==> config.mk <==
export PLATFORM = sky130hd
export DESIGN_NAME = arbitro_escrita_banco
export DESIGN_NICKNAME = d
export VERILOG_FILES = /design/src/rtl/pkg_banco.sv /design/src/rtl/fifo_escrita.sv /design/src/rtl/arbitro_escrita_banco.sv
export SDC_FILE = /design/constraint.sdc
export NUM_CORES = 1
export LEC_CHECK = 0
export ABC_AREA = 0
export BUFFER_PORTS_ARGS = -buffer_cell sky130_fd_sc_hd__buf_2
export CAP_MARGIN = 20
export CORE_ASPECT_RATIO = 0.75
export CORE_MARGIN = 2
export CORE_UTILIZATION = 35
export DETAILED_ROUTE_END_ITERATION = 7
export PLACE_DENSITY_LB_ADDON = 0.1
export SETUP_SLACK_MARGIN = 0.1
export SYNTH_ARGS = -nofsm -noshare
export SYNTH_HDL_FRONTEND = slang
export SYNTH_SLANG_ARGS = --single-unit
==> constraint.sdc <==
create_clock -name clk -period 7.2 [get_ports clk]
set_clock_uncertainty 0.2 [all_clocks]
set_input_delay 1.08 -clock clk [delete_from_list [all_inputs] [get_ports clk]]
set_output_delay 1.08 -clock clk [all_outputs]
set_load 0.02 [all_outputs]
==> src/rtl/pkg_banco.sv <==
// Shared types and constants for the register-bank write arbiter.
// Latency: n/a (declarations only).
// Backpressure: n/a.
package pkg_banco;

    localparam int DATA_W = 16;
    localparam int ADDR_W = 4;
    localparam int N_REGS = 16;

    // One queued writeback: destination register and the value to store.
    typedef struct packed {
        logic [ADDR_W-1:0] reg_dst;
        logic [DATA_W-1:0] dado;
    } req_escrita_t;

    // Grant encoding, also the encoding held in the round-robin pointer.
    localparam logic GNT_ALU = 1'b0;
    localparam logic GNT_MEM = 1'b1;

endpackage

==> src/rtl/fifo_escrita.sv <==
// Small circular FIFO of pending writebacks for one requester.
// Latency: an entry pushed at edge N is visible at head after edge N.
// Backpressure: cheio is set when all DEPTH slots are used; caller must not push then.
//
// Ports: clk, rst_n (async active-low), push/entrada (write side),
//        pop (read side), head (oldest entry), vazio/cheio (registered status).
module fifo_escrita
    import pkg_banco::*;
#(
    parameter int DEPTH = 2
) (
    input  logic         clk,
    input  logic         rst_n,
    input  logic         push,
    input  req_escrita_t entrada,
    input  logic         pop,
    output req_escrita_t head,
    output logic         vazio,
    output logic         cheio
);

    localparam int PTR_W = $clog2(DEPTH);

    // Pointers carry one extra wrap bit so full and empty are distinguishable
    // without a separate count register.
    logic [PTR_W:0] wr_ptr;
    logic [PTR_W:0] rd_ptr;
    req_escrita_t   mem [DEPTH];

    always_ff @(posedge clk or negedge rst_n) begin
        if (!rst_n) begin
            wr_ptr <= '0;
            rd_ptr <= '0;
        end else begin
            if (push) begin
                wr_ptr <= wr_ptr + (PTR_W+1)'(1);
            end
            if (pop) begin
                rd_ptr <= rd_ptr + (PTR_W+1)'(1);
            end
        end
    end

    // Storage needs no reset: the pointers decide what is valid.
    always_ff @(posedge clk) begin
        if (push) begin
            mem[wr_ptr[PTR_W-1:0]] <= entrada;
        end
    end

    assign head  = mem[rd_ptr[PTR_W-1:0]];
    assign vazio = (wr_ptr == rd_ptr);
    assign cheio = (wr_ptr[PTR_W] != rd_ptr[PTR_W]) &&
                   (wr_ptr[PTR_W-1:0] == rd_ptr[PTR_W-1:0]);

endmodule

==> src/rtl/arbitro_escrita_banco.sv <==
// Round-robin arbiter of two writeback FIFOs (ALU, memory) onto the single
// bank write port, plus the pending-write scoreboard used for RAW detection.
// Latency: push at edge N into an idle FIFO drives RW=1 after edge N+1.
// Backpressure: reqN_ready is low while FIFO N is full or reset is asserted.
//
// Ports: clk, rst_n (async active-low); req0_* = ALU source, req1_* = memory
//        source (valid/ready/reg/dado); res_valid/res_reg = reservation from
//        issue; regC/dado/RW = registered bank write port; pendente = scoreboard.
module arbitro_escrita_banco #(
    parameter int DATA_W     = pkg_banco::DATA_W,
    parameter int ADDR_W     = pkg_banco::ADDR_W,
    parameter int FIFO_DEPTH = 2
) (
    input  logic                         clk,
    input  logic                         rst_n,
    input  logic                         req0_valid,
    output logic                         req0_ready,
    input  logic [ADDR_W-1:0]            req0_reg,
    input  logic [DATA_W-1:0]            req0_dado,
    input  logic                         req1_valid,
    output logic                         req1_ready,
    input  logic [ADDR_W-1:0]            req1_reg,
    input  logic [DATA_W-1:0]            req1_dado,
    input  logic                         res_valid,
    input  logic [ADDR_W-1:0]            res_reg,
    output logic [ADDR_W-1:0]            regC,
    output logic [DATA_W-1:0]            dado,
    output logic                         RW,
    output logic [pkg_banco::N_REGS-1:0] pendente
);

    pkg_banco::req_escrita_t entrada0, entrada1;
    pkg_banco::req_escrita_t head0, head1, head_sel;
    logic vazio0, vazio1, cheio0, cheio1;
    logic push0, push1, pop0, pop1;
    logic gnt_vld, gnt_sel;
    logic ultimo;
    logic [pkg_banco::N_REGS-1:0] set_bits, clr_bits;

    // Ready comes only from registered FIFO state; it is held low in reset
    // so nothing is accepted while the queues are being flushed.
    assign req0_ready = rst_n & ~cheio0;
    assign req1_ready = rst_n & ~cheio1;
    assign push0      = req0_valid & req0_ready;
    assign push1      = req1_valid & req1_ready;

    assign entrada0 = '{reg_dst: req0_reg, dado: req0_dado};
    assign entrada1 = '{reg_dst: req1_reg, dado: req1_dado};

    fifo_escrita #(.DEPTH(FIFO_DEPTH)) u_fifo_alu (
        .clk     (clk),
        .rst_n   (rst_n),
        .push    (push0),
        .entrada (entrada0),
        .pop     (pop0),
        .head    (head0),
        .vazio   (vazio0),
        .cheio   (cheio0)
    );

    fifo_escrita #(.DEPTH(FIFO_DEPTH)) u_fifo_mem (
        .clk     (clk),
        .rst_n   (rst_n),
        .push    (push1),
        .entrada (entrada1),
        .pop     (pop1),
        .head    (head1),
        .vazio   (vazio1),
        .cheio   (cheio1)
    );

    // Grant: a lone non-empty FIFO wins; on a tie the one not granted last.
    // Grants only look at registered FIFO state, so there is no bypass path.
    always_comb begin
        gnt_vld = ~vazio0 | ~vazio1;
        if (vazio0) begin
            gnt_sel = pkg_banco::GNT_MEM;
        end else if (vazio1) begin
            gnt_sel = pkg_banco::GNT_ALU;
        end else begin
            gnt_sel = ~ultimo;
        end
    end

    assign pop0     = gnt_vld & (gnt_sel == pkg_banco::GNT_ALU);
    assign pop1     = gnt_vld & (gnt_sel == pkg_banco::GNT_MEM);
    assign head_sel = (gnt_sel == pkg_banco::GNT_MEM) ? head1 : head0;

    always_comb begin
        set_bits = '0;
        clr_bits = '0;
        if (res_valid) begin
            set_bits[res_reg] = 1'b1;
        end
        if (gnt_vld) begin
            clr_bits[head_sel.reg_dst] = 1'b1;
        end
    end

    // RW is a flop output so the level-sensitive bank never sees a glitch.
    // A reservation landing on the same edge as its clear wins, since it
    // belongs to a newer producer that is still outstanding.
    always_ff @(posedge clk or negedge rst_n) begin
        if (!rst_n) begin
            ultimo   <= pkg_banco::GNT_MEM;
            RW       <= 1'b0;
            regC     <= '0;
            dado     <= '0;
            pendente <= '0;
        end else begin
            RW       <= gnt_vld;
            pendente <= (pendente & ~clr_bits) | set_bits;
            if (gnt_vld) begin
                regC   <= head_sel.reg_dst;
                dado   <= head_sel.dado;
                ultimo <= gnt_sel;
            end
        end
    end

endmodule
### Yosys cells after proc, flatten, opt, wreduce, memory -nomap -nowiden

Memories as Yosys holds them, arrays and structs flattened.
Cells that the tools add are included.

* bits in registers: 46
* memory bits (writable): 80
* bits of input ports: 49
* output and inout bits: 39
* word-level logic and storage cells: 58
* memories kept: 2

* $add $sub $neg: 4
* magnitude comparators: 4
* equal/unequal tests: 6
* muxes and demuxes: 13
* bitwise logic cells: 16
* reductions and logical operators: 4

Memory list
* u_fifo_alu.mem: words 2, bits a word 20, read ports 1, clocked after Yosys merged registers in 0, wr ports 1, line fifo_escrita.sv:28 `req_escrita_t mem [DEPTH];`
* u_fifo_mem.mem: words 2, bits a word 20, read ports 1, clocked after Yosys merged registers in 0, wr ports 1, line fifo_escrita.sv:28

Operator list (number)
* 16-bit two-way mux: 2
* 20-bit two-way mux: 1
* 16-bit bitwise AND: 1
* 16-bit inverter: 1
* 16-bit OR: 1
* 4-bit by 5-bit < comparator with 1-bit output (second input constant): 2
* 2-bit by 1-bit adder with 2-bit output (second input constant): 4
* 1-bit demux with 4-bit select: 2
* 4-bit by 1-bit greater-or-equal comparator with 1-bit output (second input constant): 2
* 1-bit two-way mux: 8
* 1-bit bitwise AND: 6
* 1-bit inverter: 6
* 2-bit == test: 2
* 1-bit logical AND: 4
* 1-bit == test: 2
* 1-bit != test: 2
* 1-bit OR: 1

### Longest topological paths before layout

Gate-level depths: netlist of the first run.

* depth in word-level cells: 12
* depth in mapped cells: 8

### By module

A second synthesis of the first run with hierarchy kept.

* cells, all modules: 408
* area total of the unflattened synthesis: 6040.8 um2

Modules (own cells, without submodules)
* fifo_escrita: instances 2, cells an instance 78, area each 1724.2 um2, sequential area each 1301.2 um2
* arbitro_escrita_banco: instances 1, cells an instance 252, area each 2592.5 um2, sequential area each 952.2 um2

### Least setup slack after synthesis of the first run

Ideal clock, no wire load.

* path type: in2reg
* start: input port rst_n
* end: memory u_fifo_mem.mem[0][0] (netlist name), enable pin
* library setup time: 0.397 ns
* arrival: 2.761 ns
* required time: 6.603 ns
* setup slack: 3.843 ns
* stages on the path: 3
* path buffers: 0
* path through: a21boi_0 nand2_1 nor2_1

* word-level cells in the longest chain between the ends: 4

RTL lines
* start, declared: line arbitro_escrita_banco.sv:15 `input logic rst_n,`
* 1-bit bitwise AND: line arbitro_escrita_banco.sv:43 `assign req1_ready = rst_n & ~cheio1;`
* 1-bit bitwise AND: line arbitro_escrita_banco.sv:45 `assign push1 = req1_valid & req1_ready;`
* 1-bit two-way mux: line fifo_escrita.sv:46 `if (push) begin`
* 1-bit two-way mux (not written as such): line fifo_escrita.sv:47 `mem[wr_ptr[PTR_W-1:0]] <= entrada;`
* end, declared: line fifo_escrita.sv:28

Every way passes these cells.

### Final worst setup path of the first run

* start: input port rst_n
* end: output port req1_ready

* word-level cells in the longest chain between the ends: 1

RTL lines
* 1-bit bitwise AND: line arbitro_escrita_banco.sv:43
* end, declared: line arbitro_escrita_banco.sv:21 `output logic req1_ready,`

Every way passes these cells.

==> metrics.cfg, run 1 <==
[floorplan]
fp.dieH_um=109
dieArea_sq_mm=0.0157
io_pins=88
fp-row-count=38
coreArea_sq_mm=0.0145
fp.dieW_um=144
initial_utilization_pct=35.7

[synthesis]
synthTopCellsByArea=edfxtp_1, dfrtp_1, mux2i_1
synth.distinct_cells=47
syn-num-nets=406
synth_cells=357
ys_ff_latch=126
yosysSeqAreaShare_pct=68.9
synth_largest_type_area_fraction_pct=46.5
ys.warnings.count=0
syn-mean-instance-area_sq_um=14.5
yosys.area.top_type=edfxtp_1
synth_area_sq_mm=0.00516

[detailed_routing]
wl_um=11900
drt_iter0_drc=199
num_vias=3253
avgRoutedWirePerCell_um=17.8
ant_nets=0
drc=0
via_per_inst=4.88
dr.pass1.iters=4

[setup_path]
cp-start-kind=input pin
r2r_start=u_fifo_mem.rd_ptr[0]
crit_path_start=rst_n
path_max_fanout=31
worst-r2r-setup-slack_ns=4.44
cp_data_required_time_ns=5.92
crit_type=in2out
ff2ff_path_depth=7
worstPathArrival_ns=2.48
end_kind=output port
reg2reg_to=pendente[15]

[timing]
clock.fmax_ghz=0.266
fin_setup_tns_ns=0
period_minus_slack_ns=3.76
setup_slack_ns=3.44
hold_viol=0
slew_violations=0
min_period_over_period_pct=52.3
maxSlewHeadroom_pct=30.3
rsz0062_at_grt=false
worstMarginPinSlew_ns=1.05
whs_ns=0.287
setup_violations=0

[global_route]
grt_pass1_vias=3214
antenna_found_initial=0
grt.total_usage_pct=15.9
grt_pass1_wl_um=17900
grt_start_max_net_pins=37
grt_remaining_overflow=0

[min_path]
whs_endpoint=pendente[11]
hold_start=pendente[11]
min_delay_path_depth=1
hp-class=reg2reg

[clock_network]
ctsResizeCount=0
clock_path_buffers=2
cts_hold_buf=0
cts-root-buf=clkbuf_16
clk_latency_ns=0.41
cts_tree=built
cts-htree-levels=4
clock_sinks=126
clk_pin_slew_ns=0.06
cts_inserted_buffers=17
post_cts_buffers=0

[cells_and_area]
final_nets=503
area_growth_pct=24.9
final_cell_mix=buf_2, edfxtp_1, dfrtp_1
final_layout_size_suffix_gt1_share_pct=33.0
antennaDiodeCount=0
final_common_cell=buf_2

[run]
drv_cap=0

[placement]
dpl.hpwl_um=8240
io_buffer_count=87
dp_slack_ns=3.38
gp_congestion=0.766

[pwr]
finalPower_mw=3.49
ir_drop_mv=0.261
p_leak_nw=2.53
p_per_area_mw_per_mm2=541

[status]
status=finished, final reports clean

## worst max-delay path by stage
stage	endpoint	slack [ns]	cells after the start
2_1_floorplan	u_fifo_mem.mem[0][0]	3.84	3
3_3_place_gp	req1_ready	3.41	4
3_5_place_dp	u_fifo_mem.mem[1][11]	3.38	4
4_1_cts	req1_ready	3.38	4
5_1_grt	req1_ready	3.20	4
6_report	req1_ready	3.44	4
## sequential cells by signal, indices dropped and copies added (netlist names)
name               cells
RW                     1
dado                  16
pendente              16
regC                   4
u_fifo_alu.mem        40
u_fifo_alu.rd_ptr      2
u_fifo_alu.wr_ptr      2
u_fifo_mem.mem        40
u_fifo_mem.rd_ptr      2
u_fifo_mem.wr_ptr      2
ultimo                 1
## where the power goes
group	switching [mW]	internal (mW)
Sequential	0.122	1.00
Combinational	0.925	0.545
Clock	0.315	0.579
Total	1.36	2.13
## metrics by stage
stage / cells / area [sq um] / utilization [%]
after floorplan: 357 / 5160 / -
after CTS: 666 / 6420 / 44.4
after global placement: 634 / 5800 / 40.1
final: 667 / 6450 / 44.6
after global routing: 667 / 6450 / 44.6
after detailed placement: 634 / 5800 / 40.1
## kinds of logic (layout without fill, tap and decap cells)
| logic type | Yosys count | in the layout | synth area share, % |
|---|---|---|---|
| flops | 126 | 126 | 68.9 |
| simple gates | 59 | 59 | 5.87 |
| mux | 45 | 45 | 9.28 |
| xor+xnor | 13 | 13 | 2.35 |
| compound gates | 94 | 94 | 11.7 |
| buf+inv | 20 | 130 | 1.99 |
## critical path, stage by stage
cell and delay, ns:
buf_2 0.36, buf_4 0.46, a21boi_0 0.34, buf_2 0.23
## cell type report
type,count,area [sq um]
clock buffer,18,429
inverter,5,18.8
sequential,126,3550
clock inverter,14,191
fill,1343,8000
timing repair buffer,93,500
tap,200,250
multi-input combinational,211,1510
## synthesized netlist by cell type, drive strengths merged
library cell / instances
inv: 5
a21o: 1
nand2: 26
mux2i: 28
buf: 9
o2bb2ai: 4
a31oi: 1
or3: 1
o21a: 1
a211oi: 2
a21oi: 22
a22oi: 1
dfrtp: 45
o22ai: 18
nor2: 11
and2b: 1
dfstp: 1
nor3: 3
o31ai: 15
nand3: 1
or3b: 1
nor2b: 2
o21ai: 27
edfxtp: 80
a21boi: 2
and2: 2
clkbuf: 6
nand2b: 3
mux2: 17
and3: 2
xor2: 5
xnor2: 8
nor3b: 1
nand3b: 5
## metal layers
metal	part of all wire (%)	track usage [%]
met5	0	0
met4	0.98	6.45
met3	6.6	4.70
met2	42	20.4
met1	51	24.7
No activity file was read; power rests on OpenSTA's default activity.
==> run 2: changes to the inputs <==
==> constraint.sdc (replaced) <==
create_clock -name clk -period 3.7 [get_ports clk]
set_clock_uncertainty 0.2 [all_clocks]
set_input_delay 0.555 -clock clk [delete_from_list [all_inputs] [get_ports clk]]
set_output_delay 0.555 -clock clk [all_outputs]
set_load 0.02 [all_outputs]
==> metrics.cfg, run 2 (same netlist as run 1, synthesis figures left out) <==
[status]
status=finished, final reports clean

[pwr]
ir_drop_mv=0.376  ; +44%
switching_share_pct=39.2  ; +0.18 points
p_per_area_mw_per_mm2=1020  ; +89%
comb_power_share_pct=43.0  ; +0.9 points
p_leak_nw=2.52  ; -0.57%
internal_power_mw=3.96  ; +86%
power_switching_mw=2.56  ; +88%
seqPwrFrac_pct=33.4  ; +1.2 points
clock_power_share_pct=23.5  ; -2.1 points

[floorplan]
coreArea_sq_mm=0.0145  ; unchanged
dieArea_sq_mm=0.0157  ; unchanged
fp.dieW_um=144  ; unchanged
io_pins=88  ; unchanged
fp-row-count=38  ; unchanged
initial_utilization_pct=35.7  ; unchanged
fp.dieH_um=109  ; unchanged

[global_route]
grt_remaining_overflow=0  ; unchanged
grt_start_max_net_pins=37  ; unchanged
grt_pass1_vias=3196  ; -0.56%
grt_pass1_wl_um=17600  ; -1.8%
antenna_found_initial=0  ; unchanged
grt.total_usage_pct=15.6  ; -0.31 points

[detailed_routing]
drt_iter0_drc=164  ; -18%
via_per_inst=4.81  ; -1.4%
wl_um=11500  ; -2.9%
drc=0  ; unchanged
avgRoutedWirePerCell_um=17.2  ; -3.3%
dr.pass1.iters=4  ; unchanged
ant_nets=0  ; unchanged
num_vias=3223  ; -0.92%

[min_path]
min_delay_path_depth=1  ; unchanged
hp-class=in2reg

[setup_path]
crit_top_cell=buf_2
crit_path_start=rst_n
crit_path_max_incr_delay_ns=0.54  ; +0.08 ns
end_kind=output port
crit_end=req0_ready
r2r_start=u_fifo_mem.wr_ptr[0]
worst-r2r-setup-slack_ns=1.21  ; -3.23 ns
worstPathArrival_ns=2.09  ; -0.39 ns
cp-start-kind=input pin
cp_slowest_cell=dlygate4sd3_1
reg2reg_to=pendente[15]
cp_data_required_time_ns=2.94  ; -2.98 ns
path_max_fanout=20  ; -35%
cp_cell_sequence=dlygate4sd3_1, buf_2, a21boi_0, buf_2
crit_type=in2out
ff2ff_path_depth=6  ; -1

[cells_and_area]
nFillCells=1375  ; +2.4%
post-route-util_pct=44.2  ; -0.45 points
antennaDiodeCount=0  ; unchanged
final_common_cell=buf_2
final_layout_size_suffix_gt1_share_pct=32.1  ; -0.85 points
area_growth_pct=23.7
final_nets=506  ; +0.60%
final_cells=670  ; +0.45%
final_cell_mix=buf_2, edfxtp_1, dfrtp_1
fin_area_sq_mm=0.00638  ; -1.0%

[timing]
min_period_over_period_pct=76.8
hold_viol=0  ; unchanged
worstMarginPinSlew_ns=0.698  ; -0.348 ns
setup_violations=0  ; unchanged
fin_setup_tns_ns=0  ; unchanged
setup_slack_ns=0.858  ; -2.58 ns
period_minus_slack_ns=2.84
maxSlewHeadroom_pct=53.3  ; +23 points
slew_violations=0  ; unchanged
clock.fmax_ghz=0.352
rsz0062_at_grt=false

[clock_network]
cts_inserted_buffers=17  ; unchanged
ctsResizeCount=0  ; unchanged
cts-htree-levels=4  ; unchanged
cts_tree=built
clock_path_buffers=2  ; unchanged
cts-root-buf=clkbuf_16
clock_sinks=126  ; unchanged
clk_latency_ns=0.41  ; about the same
clk_pin_slew_ns=0.05  ; about the same

[run]
drv_cap=0  ; unchanged

[placement]
gp_congestion=0.805  ; +5.1%
place_area_sq_mm=0.00582  ; +0.39%
dp.cells=637  ; +0.47%
io_buffer_count=87  ; unchanged
dp_slack_ns=1.24  ; -2.14 ns
dpl.hpwl_um=8120  ; -1.5%

[run 2: cell types whose count changed in the layout (fill, tap and decap cells not counted), moves of 2 or more]
| cell | change |
|---|---|
| buf_4 | +3 |
| clkbuf_1 | +3 |
| clkinv_2 | +3 |
| clkinvlp_4 | -3 |
| bufinv_16 | -2 |
| clkinv_1 | +2 |
| clkinv_4 | -2 |
| inv_6 | -2 |
[run 2: layout make-up]
type	instances	area, sq um	area share (%)
Clock buffer	22	454	7.11
Clock inverter	10	96.3	1.51
Inverter	5	18.8	0.294
Multi-Input combinational cell	211	1510	23.6
Sequential cell	126	3550	55.7
Tap cell	200	250	3.92
Timing Repair Buffer	96	505	7.92
[run 2: worst min-delay path by stage]
| stage | start | to | slack (ns) |
|---|---|---|---|
| finish | req0_dado[11] | u_fifo_alu.mem[0][11] | 0.13 |
| global route | req0_dado[2] | u_fifo_alu.mem[0][2] | 0.11 |
| CTS | req0_dado[2] | u_fifo_alu.mem[1][2] | 0.11 |
| detailed placement | pendente[3] | pendente[3] | 0.28 |
| global placement | pendente[3] | pendente[3] | 0.27 |
| floorplan | rst_n | RW | 0.06 |
[run 2: routing by layer]
layer / vias up / track usage (%) / share of wire, %
met2: 66 / 20.6 / 41
li1: 1556 / - / -
met3: 11 / 5.40 / 5.4
met1: 1590 / 23.6 / 53
met5: - / 0 / 0
met4: 0 / 5.69 / 1.1
[run 2: power by group through the flow]
stage | clock [mW] | combinational, mW | sequential, mW
2_1_floorplan | 0 | 1.90 | 2.37
3_3_place_gp | 0 | 2.79 | 2.20
3_5_place_dp | 0 | 2.81 | 2.21
4_1_cts | 1.58 | 2.82 | 2.19
5_1_grt | 1.64 | 3.11 | 2.22
6_report | 1.54 | 2.81 | 2.18
[run 2: per-stage QoR]
stage          hold slack (ns)  power, mW
3_5_place_dp             0.276       5.02
6_report                 0.135       6.52
4_1_cts                  0.111       6.59
5_1_grt                  0.113       6.97
3_3_place_gp             0.270       4.99
2_1_floorplan           0.0594       4.26
[run 2: critical path: cells and delay by family]
| kind | cells | cell delay [ns] |
|---|---|---|
| AO/OA/AOI/OAI | 1 | 0.35 |
| buffers and inverters | 3 | 1.18 |
[run 2: what timing repair did]
item | in CTS | in global routing
hold buffers | 1 | 0
setup endpoints to repair | 0 | 0
buffers inserted | 0 | 0
endpoints found under the hold margin | 16 | 0
==> run 3: changes to the inputs <==
==> constraint.sdc (replaced) <==
create_clock -name clk -period 2.9 [get_ports clk]
set_clock_uncertainty 0.2 [all_clocks]
set_input_delay 0.435 -clock clk [delete_from_list [all_inputs] [get_ports clk]]
set_output_delay 0.435 -clock clk [all_outputs]
set_load 0.02 [all_outputs]
==> metrics.cfg, run 3 (same netlist as run 1, synthesis figures left out) <==
[status]
status=finished, final reports clean

[global_route]
grt_start_max_net_pins=34  ; -8.1%
grt_pass1_wl_um=17900  ; +1.6%
grt_remaining_overflow=0  ; unchanged
antenna_found_initial=0  ; unchanged
grt.total_usage_pct=15.8  ; +0.16 points
grt_pass1_vias=3188  ; -0.25%

[floorplan]
fp-row-count=38  ; unchanged
fp.dieH_um=109  ; unchanged
coreArea_sq_mm=0.0145  ; unchanged
dieArea_sq_mm=0.0157  ; unchanged
fp.dieW_um=144  ; unchanged
io_pins=88  ; unchanged
initial_utilization_pct=35.7  ; unchanged

[setup_path]
cp_data_required_time_ns=2.27  ; -0.67 ns
path_max_fanout=9  ; -55%
cp_slowest_cell=dfrtp_1
critical_path_buf_inv_count=1  ; -2
cp-start-kind=flip-flop
cp_cell_sequence=xnor2_2, a21boi_0, buf_2
path_delay_family=flip-flops
crit_path_max_incr_delay_ns=0.59  ; +0.05 ns
end_kind=output port
crit_type=reg2out
worstPathArrival_ns=1.87  ; -0.22 ns

[placement]
dpl.hpwl_um=8500  ; +4.6%
dp_slack_ns=0.513  ; -0.725 ns
gp_congestion=0.792  ; -1.6%
io_buffer_count=87  ; unchanged

[clock_network]
cts_tree=built
clock_sinks=126  ; unchanged
clock_path_buffers=2  ; unchanged
cts-root-buf=clkbuf_16
ctsResizeCount=0  ; unchanged
cts_inserted_buffers=17  ; unchanged
clk_pin_slew_ns=0.06  ; about the same
clk_latency_ns=0.41  ; about the same
cts-htree-levels=4  ; unchanged

[timing]
clock.fmax_ghz=0.399
maxSlewHeadroom_pct=58.5  ; +5.2 points
period_minus_slack_ns=2.51
min_period_over_period_pct=86.5
setup_violations=0  ; unchanged
fin_setup_tns_ns=0  ; unchanged
hold_viol=0  ; unchanged
slew_violations=0  ; unchanged
setup_slack_ns=0.392  ; -0.466 ns
worstMarginPinSlew_ns=0.605  ; -0.0925 ns
rsz0062_at_grt=false

[detailed_routing]
ant_nets=0  ; unchanged
num_vias=3294  ; +2.2%
wl_um=12000  ; +4.0%
drt_iter0_drc=194  ; +18%
dr.pass1.iters=4  ; unchanged
via_per_inst=4.86  ; +1.0%
avgRoutedWirePerCell_um=17.7  ; +2.8%
drc=0  ; unchanged

[cells_and_area]
final_common_cell=buf_2
final_cell_mix=buf_2, edfxtp_1, dfrtp_1
final_nets=514  ; +1.6%
antennaDiodeCount=0  ; unchanged
final_layout_size_suffix_gt1_share_pct=33.9  ; +1.8 points
area_growth_pct=26.9

[pwr]
p_leak_nw=2.57  ; +2.1%
p_per_area_mw_per_mm2=1320  ; +30%
ir_drop_mv=0.713  ; +89%

[min_path]
hp-class=in2reg

[run]
drv_cap=0  ; unchanged

## run 3: cell count changes in the layout (fill, tap and decap cells not counted), sizes merged
cell,delta
dlygate4sd3,+3
clkinvlp,+5
buf,+5
clkbuf,-4
inv,+1
bufinv,+2
clkinv,-4
## run 3: worst paths after layout
path / from / end / slack, ns / depth (start not counted)
max in group asynchronous: rst_n / ultimo / 1.69 / 3
hold reg to reg: pendente[3] / pendente[3] / 0.29 / 1
setup / recovery: u_fifo_mem.rd_ptr[0] / req1_ready / 0.39 / 3
setup reg to reg: u_fifo_mem.rd_ptr[0] / pendente[3] / 0.53 / 6
hold / removal: req0_dado[14] / u_fifo_alu.mem[1][14] / 0.02 / 1
min in group asynchronous: rst_n / pendente[0] / 0.42 / 3
## run 3: per-stage QoR
stage          total power [mW]  std cells  hold WS [ns]  util, %  instance area [sq um]
3_5_place_dp               6.48        642         0.281     40.8                   5890
6_report                   8.68        678        0.0158     45.3                   6550
5_1_grt                    9.22        678      0.000277     45.3                   6550
3_3_place_gp               6.46        642         0.274     40.8                   5890
4_1_cts                    8.73        678      0.000138     45.3                   6550
2_1_floorplan              5.44        357       -0.0606        -                   5170
## run 3: worst register-to-register path: cells and delay by family (launching register included)
family,cells,cell delay [ns]
flip-flops,1,0.52
AND/OR/NAND/NOR,2,0.33
AO/OA/AOI/OAI,2,0.30
multiplexers,1,0.52
XOR/XNOR,1,0.38
## run 3: per-layer routing
metal	GRT usage (%)	part of all wire (%)	vias up
li1	-	-	1572
met1	25.1	54	1632
met2	20.2	40	80
met3	4.66	5.3	10
met4	4.99	0.90	0
met5	0	0	-
## run 3: layout make-up
| class | count | area (sq um) |
|---|---|---|
| Fill cell | 1362 | 7900 |
| Sequential cell | 126 | 3550 |
| Multi-Input combinational cell | 211 | 1510 |
| Timing Repair Buffer | 104 | 598 |
| Clock buffer | 18 | 429 |
| Tap cell | 200 | 250 |
| Clock inverter | 14 | 191 |
| Inverter | 5 | 18.8 |
## run 3: timing repair
action / CTS / global route
buffers inserted: 0 / 0
hold endpoints to repair: 51 / 0
hold buffers: 4 / 0
## run 3: where the power goes
group / switching, mW / internal, mW
logic: 2.30 / 1.37
clock network: 0.786 / 1.44
registers: 0.299 / 2.48
